--- src/rtl/score_keeper_pkg.sv ---
// Shared encodings and defaults for the score keeper block.
package score_keeper_pkg;

    localparam int DEFAULT_LEVEL_W = 4;
    localparam int DEFAULT_LIVES   = 3;

    typedef enum logic [1:0] {
        ST_IDLE = 2'd0,
        ST_PLAY = 2'd1,
        ST_OVER = 2'd2
    } state_t;

endpackage

--- src/rtl/score_keeper_rise_detect.sv ---
// Rising-edge detector: pulse is high while d is 1 and was 0 on the previous clock.
module rise_detect (
    input  logic clock,
    input  logic rst,
    input  logic d,
    output logic pulse
);

    logic prev;

    // NOTE: sequential state uses non-blocking assignments so every flop samples pre-edge values.
    always_ff @(posedge clock or negedge rst) begin
        if (!rst) prev <= 1'b0;
        else      prev <= d;
    end

    assign pulse = d & ~prev;

endmodule

--- src/rtl/score_keeper.sv ---
// Session score/lives tracker with a per-user best-level table.
module score_keeper
    import score_keeper_pkg::*;
#(
    parameter int NUM_USERS = 8,
    parameter int ID_W      = 3,
    parameter int LEVEL_W   = DEFAULT_LEVEL_W,
    parameter int LIVES     = DEFAULT_LIVES,
    parameter int WINS_W    = 8
) (
    input  logic               clock,
    input  logic               rst,
    input  logic               auth_bit,
    input  logic               log_out,
    input  logic [ID_W-1:0]    internal_id,
    input  logic               win,
    input  logic               loose,
    input  logic [LEVEL_W-1:0] level_num,
    output logic [1:0]         lives,
    output logic [WINS_W-1:0]  session_wins,
    output logic [LEVEL_W-1:0] best_level,
    output logic               new_record,
    output logic               game_over,
    output logic               playing
);

    state_t              state, state_next;
    logic [ID_W-1:0]     sess_id, sess_id_next;
    logic [1:0]          lives_next;
    logic [WINS_W-1:0]   wins_next;
    logic                tbl_we;
    logic                record_next;
    logic                win_ev, loose_ev;
    logic [LEVEL_W-1:0]  best_tbl [NUM_USERS];

    rise_detect u_win_edge (
        .clock (clock),
        .rst   (rst),
        .d     (win),
        .pulse (win_ev)
    );

    rise_detect u_loose_edge (
        .clock (clock),
        .rst   (rst),
        .d     (loose),
        .pulse (loose_ev)
    );

    // NOTE: every variable gets a default before the case so no path leaves it unassigned (no latch).
    always_comb begin
        state_next   = state;
        sess_id_next = sess_id;
        lives_next   = lives;
        wins_next    = session_wins;
        tbl_we       = 1'b0;
        record_next  = 1'b0;
        case (state)
            ST_IDLE: begin
                if (auth_bit && !log_out) begin
                    state_next   = ST_PLAY;
                    sess_id_next = internal_id;
                    lives_next   = 2'(LIVES);
                    wins_next    = '0;
                end
            end
            ST_PLAY: begin
                // log_out wins over any edge event in the same cycle.
                if (log_out) begin
                    state_next = ST_IDLE;
                end else if (loose_ev) begin
                    lives_next = lives - 2'd1;
                    if (lives == 2'd1) state_next = ST_OVER;
                end else if (win_ev) begin
                    if (session_wins != '1) wins_next = session_wins + WINS_W'(1);
                    if (level_num > best_tbl[sess_id]) begin
                        tbl_we      = 1'b1;
                        record_next = 1'b1;
                    end
                end
            end
            ST_OVER: begin
                if (log_out) state_next = ST_IDLE;
            end
            default: state_next = ST_IDLE;
        endcase
    end

    always_ff @(posedge clock or negedge rst) begin
        if (!rst) begin
            state        <= ST_IDLE;
            sess_id      <= '0;
            lives        <= 2'd0;
            session_wins <= '0;
            new_record   <= 1'b0;
            best_level   <= '0;
        end else begin
            state        <= state_next;
            sess_id      <= sess_id_next;
            lives        <= lives_next;
            session_wins <= wins_next;
            new_record   <= record_next;
            best_level   <= best_tbl[sess_id];
        end
    end

    // NOTE: the table is built from flops, not RAM, so it can be cleared by the async reset.
    always_ff @(posedge clock or negedge rst) begin
        if (!rst) begin
            for (int i = 0; i < NUM_USERS; i++) best_tbl[i] <= '0;
        end else if (tbl_we) begin
            best_tbl[sess_id] <= level_num;
        end
    end

    assign playing   = (state == ST_PLAY);
    assign game_over = (state == ST_OVER);

endmodule
--- config.mk ---
export PLATFORM = sky130hd
export DESIGN_NAME = score_keeper
export DESIGN_NICKNAME = d
export VERILOG_FILES = /design/src/rtl/score_keeper_pkg.sv /design/src/rtl/score_keeper_rise_detect.sv /design/src/rtl/score_keeper.sv
export SDC_FILE = /design/constraint.sdc
export NUM_CORES = 1
export LEC_CHECK = 0
export ABC_AREA = 1
export ABC_CLOCK_PERIOD_IN_PS = 2750
export CORE_ASPECT_RATIO = 0.75
export CORE_MARGIN = 4
export CORE_UTILIZATION = 55
export CTS_CLUSTER_DIAMETER = 100
export CTS_CLUSTER_SIZE = 12
export DETAILED_ROUTE_END_ITERATION = 12
export PLACE_DENSITY = 0.87
export SYNTH_ARGS = -nofsm -noshare
export SYNTH_HDL_FRONTEND = slang
export SYNTH_HIERARCHICAL = 1
export SYNTH_SLANG_ARGS = --single-unit
--- constraint.sdc ---
create_clock -name clock -period 2.75 [get_ports clock]
set_input_delay 0.55 -clock clock [delete_from_list [all_inputs] [get_ports clock]]
set_output_delay 0.55 -clock clock [all_outputs]
set_load 0.05 [all_outputs]
### Yosys cells after proc, flatten, opt, wreduce, memory -nomap -nowiden

Index checks and enable logic that the tools add are counted.

* RAM bits: 0
* input port bits: 13
* flip-flop bits (word level): 54
* ROM bits: 0
* latch bits: 0
* memories: 0

* bitwise operators: 5
* $mul: 0
* $lt $le $gt $ge: 3
* reduce and logical (&&, ||, !) cells: 9
* equality and inequality tests: 13
* shift operators: 0
* add/subtract/negate cells: 2
* mux-type cells: 27
* div/mod/pow operators: 0

Operator list (number)
* $mux 8: 5
* $bwmux 32: 1
* $mux 2: 8
* $pmux 8 s2: 1
* $bmux 4 s3: 1
* $demux 4 s3: 1
* $mux 4: 3
* $add 8x1->8 const B: 1
* $ne 2x2->1 const B: 4
* $ne 8x8->1 const B: 1
* $reduce_and 4->1: 2
* $ne 2x1->1 const B: 3
* $ne 3x2->1 const B: 2
* $pmux 2 s3: 1
* $reduce_and 6->1: 1
* $mux 1: 5
* $eq 2x1->1 const B: 2
* $ge 4x4->1 const B: 1
* $gt 4x4->1: 1
* $lt 4x1->1 const B: 1
* $not 3->4: 1
* $pmux 2 s2: 1
* $and 1x1->1: 2
* $eq 2x2->1 const B: 1
* other kinds (7): 9

### Longest topological paths before layout

* word-level depth: 10
* depth in mapped cells: 18
* mapped depth without buffers: 16

### Modules after synthesis

Netlist, hierarchy kept.

Modules (own cells, without submodules)
* score_keeper: times used 1, area an instance 2895.3 um2, cells an instance 375
* rise_detect: times used 2, area an instance 35.0 um2, cells an instance 3

### Worst setup path after synthesis

No wires, ideal clock.

* path kind: register to register
* from: register sess_id[0]
* to: register best_tbl[18] (netlist bit)
* stages on the path, launching flop included: 18
* clock period less this slack: 2388 ps
* slack: 362 ps
* library setup time: 117 ps
* path buffers: 3
* arrival: 2271 ps
* data required time: 2633 ps
* path through: dfrtp_1 > buf_4 > inv_2 > buf_2 > nand2_1 > a21oi_1 > o21ai_1 > nand2_1 > inv_1 > ha_1 > inv_1 > o21bai_1 > nand2_1 > nand2_1 > buf_2 > nand3_4 > nand2_1 > nand2_1

* longest elaborated chain between the ends: 10
* elaborated cells on any way between the ends: 16
* classes of those cells: order compare: 3; mux: 11; bitwise: 1; reduce/logical: 1

RTL lines
* start, declared: RTL line score_keeper.sv:28 `logic [ID_W-1:0] sess_id, sess_id_next;`
* start signal, assigned: RTL line score_keeper.sv:99 `sess_id <= sess_id_next;`
* $not 3->4 (not written as such) (*): RTL line score_keeper.sv:76, score_keeper.sv:112
* $bmux 4 s3: RTL line score_keeper.sv:76 `if (level_num > best_tbl[sess_id]) begin`
* $mux 4 (not written as such) (2 in series): RTL line score_keeper.sv:76
* $gt 4x4->1: RTL line score_keeper.sv:76
* $mux 1: RTL line score_keeper.sv:76
* $mux 1: RTL line score_keeper.sv:74 `end else if (win_ev) begin`
* $mux 1: RTL line score_keeper.sv:71 `end else if (loose_ev) begin`
* $mux 1: RTL line score_keeper.sv:69 `if (log_out) begin`
* $mux 1: RTL line score_keeper.sv:58 `case (state)`
* end signal, assigned by index: RTL line score_keeper.sv:112 `best_tbl[sess_id] <= level_num;`
* end, declared: RTL line score_keeper.sv:34 `logic [LEVEL_W-1:0] best_tbl [NUM_USERS];`

Mark *: on every way between the ends. The rest lies on a longest branch, timed or not. The select of a mux whose other input is x is not followed.
A chain may end at the register's enable or synchronous reset.

### Final worst setup path

* from: register sess_id[0]
* to: register best_tbl[3] (netlist bit)

Same word-level chain as after synthesis.

==> results.md <==
* Status: finished, final reports clean
* GP Congestion at about 0.93
* Share of the synthesized area in the top cell type at 0.456
* Largest net degree at the start of global routing at 42
* Yosys top cell by area: dfrtp_1
* Crit path DAT at about 2700 ps
* Post-synthesis compound-gate area fraction at 0.0599
* Final core utilization at 0.689
* Register area share after synthesis at 0.456
* Final HPWL from detailed placement at slightly below 5000 um
* Final setup vio count at 0
* Required @ worst endpoint at ~3000 ps
* DRT antenna net count at 0
* CP Capture Type: flip-flop
* Synth warn at 6
* Number of global-route vias before repair at 2,320
* R2R depth at 17
* IO Count at 30
* CTS sink cnt at 54
* PD cells at 681 nW/um^2
* Cells after Synth at between 300 and 400
* Largest family of logic cells by synthesized area: simple AND/OR/NAND/NOR gates
* Avg Inst Size Synth at around 7.8 um^2
* Initial Util at 0.585
* Worst setup path endpoint: best_tbl[3]
* CTS clk-pin slew, worst paths at 90 ps
* Final worst slack at about 220 ps
* Die height at between 70 and 80 um
* Row Count at 22
* Post-Synthesis Net Count at 400
* CP most frequent cell: nand2_1
* Tot GR Track Use at 0.214
* Via density per instance at 5.43
* Total number of vias at 2,634
* PortBufs at 29
* R2R setup slack at between 200 and 250 ps
* Pins Over Slew Limit at 0
* Final #Nets at approximately 430
* Adder-Cell Fraction of Synth Area at 0.0253
* Tightest Pin Transition at 603 ps
* Remaining DRCs at 0
* Setup TNS at 0 ps
* Num CTS Buffers at 5
* Leakage at 1.69 nW
* Worst VDD drop at 0.000387 V
* Post-Place Worst Slack at 212 ps
* Final Skew at between 7 and 8 ps
* CTS tree: built
* Clock Tree Root: clkbuf_8
* MaxCap Viol Count at 0
* Post-CTS setup buffer count at 0
* FF-to-FF End: best_tbl[3]
* R2r startpoint: sess_id[0]
* Clk_lat worst skew at between 300 and 400 ps
* Mux cell area share after synthesis at 0
* CP cell instances: inv_4 > nand3_1 > inv_1 > nand2_1 > nand2_1 > nor2_1 > nand2_1 > inv_1 > ha_1 > inv_1 > o21bai_1 > nand2_1 > nand2_1 > buf_12 > nand3_1 > nand2_1 > nand2_1
* Min-delay worst type: in2async
* Area delta synth->final at 17.7%
* CORE AREA at just over 5000 um^2
* Fmax at around 400 MHz
* Number of diodes at 0
* Simple-gate share of the synthesized area at 0.398
* Die X at 92.8 um
* Synth Area in XOR/XNOR at 0
* Element type at the critical path start: flip-flop
* Fill count at 417
* Critical Path Source: sess_id[0]
* Global-route congestion overflow total at 0
* Fin Hold WS at ~240 ps
* Critical path class: reg2reg
* CP Max Fanout at 41
* Post-Syn Area at 2970 um^2
* Hold_buf cts at 0
* Initial antenna violation count at 0
* Max_slew headroom at 0.598
* Pre-Repair DR Iteration Count at 5
* Clock period minus worst slack at roughly 2500 ps
* Main area contributors after synthesis: dfrtp_1, nand2_1, nand4_1, nand3_4, nor2_1
* WL per Instance at roughly 14 um
* Slowest stage delay, CP at about 430 ps
* CTS Buffer Depth at 2
* Unrepaired setup endpoints after global routing: false
* Final Hold Viols at 0
* Area occupied by multi-input gates at 1430 um^2
* Final worst path period share at 0.919
* Initial DRC count at about 270
* DIE AREA at between 6000 and 7000 um^2
* Synth Register Bits at between 50 and 60
* H-tree levels at 2
* Share of layout cells above drive strength 1 at 0.0993
* FF+latch area at approximately 1400 um^2
* First-pass GRT wire length at around 11,000 um
* Distinct cells, synth at 27
* Total wire length at roughly 7000 um
* Critical-path top delay cell: dfrtp_1
[synthesized netlist by cell type]
cell	number
nand2_1	156
dfrtp_1	54
nand4_1	32
nor2_1	26
inv_1	23
a21oi_1	18
o21ai_0	12
nand3_1	11
buf_2	7
nand3_4	7
ha_1	6
nor3_2	5
clkbuf_1	4
inv_2	4
buf_1	3
nor2_2	2
a21o_1	1
and2_1	1
buf_4	1
buf_6	1
nand2_4	1
nand3b_1	1
nor2_4	1
nor2_8	1
o211ai_1	1
o21ai_1	1
o21bai_1	1
[area by class of cell]
type                    instances  area share
well taps                      72      0.0258
multi-input cells             284       0.410
flip-flops and latches         54       0.387
repair buffers                 41       0.124
clock buffers                   7      0.0219
inverters                      27      0.0305
[per-stage QoR]
stage / std cells / area, um^2 / power [W]
floorplan: 381 / 2970 / 0.00165
global placement: 477 / 3380 / 0.00191
detailed placement: 477 / 3380 / 0.00195
CTS: 484 / 3460 / 0.00237
global route: 485 / 3490 / 0.00252
finish: 485 / 3490 / 0.00238
[report_power, final]
part | leakage [nW] | internal [W] | switching, W
Sequential | 0.727 | 0.000920 | 0.000115
Combinational | 0.922 | 0.000289 | 0.000635
Clock | 0.0383 | 0.000176 | 0.000243
[what timing repair did]
item / CTS / global route
gates resized for setup: 0 / 6
endpoints found under the setup margin: 0 / 5
endpoints found under the hold margin: 0 / 0
[flip-flops by register name (all words and copies together), names as in the netlist]
| register | count |
|---|---|
| state | 2 |
| best_level | 4 |
| session_wins | 8 |
| lives | 2 |
| best_tbl | 32 |
| sess_id | 3 |
| new_record | 1 |
| u_win_edge/prev | 1 |
| u_loose_edge/prev | 1 |
[metal layers]
| layer | vias to the layer above | wire, um | GRT usage |
|---|---|---|---|
| met5 | - | 0 | 0 |
| met4 | 0 | 76 | 0.0569 |
| met3 | 12 | 523 | 0.0462 |
| met2 | 100 | 2980 | 0.298 |
| met1 | 1223 | 3260 | 0.335 |
| li1 | 1299 | - | - |
[logic make-up after synthesis]
group / Yosys count
flip-flops: 54
AO/OA/AOI/OAI: 34
AND/OR/NAND/NOR: 244
adder cells (fa/ha/maj): 6
buffers and inverters: 43
[cell usage in the layout (no fill, tap or decap), types with 2 or more instances in the layout]
cell,count
clkbuf_8,5
clkbuf_1,2
nor2_2,2
a21oi_1,18
nor2_1,26
inv_4,2
nand4_1,32
buf_4,7
inv_1,21
nand2_1,156
nand3_4,7
inv_2,4
nor3_2,5
o21ai_0,12
dfrtp_1,54
nand3_1,11
buf_12,3
clkdlybuf4s50_1,28
ha_1,6
[how the worst min path moves through the flow]
stage / from / end / cells past startpoint
5_1_grt: rst / sess_id[1] / 1
3_5_place_dp: best_tbl[12] / best_tbl[12] / 2
2_1_floorplan: rst / best_level[0] / 0
3_3_place_gp: best_tbl[20] / best_tbl[20] / 2
6_report: rst / lives[0] / 1
4_1_cts: rst / u_loose_edge/prev / 1
[worst max-delay path, delay by kind of cell, from the launching register on]
| kind | cells | cell delay [ps] |
|---|---|---|
| compound gates | 1 | 120 |
| buf+inv | 5 | 710 |
| simple gates | 10 | 870 |
| flops | 1 | 430 |
| fa+ha+maj | 1 | 280 |
Power figures use the tool's default switching activity.
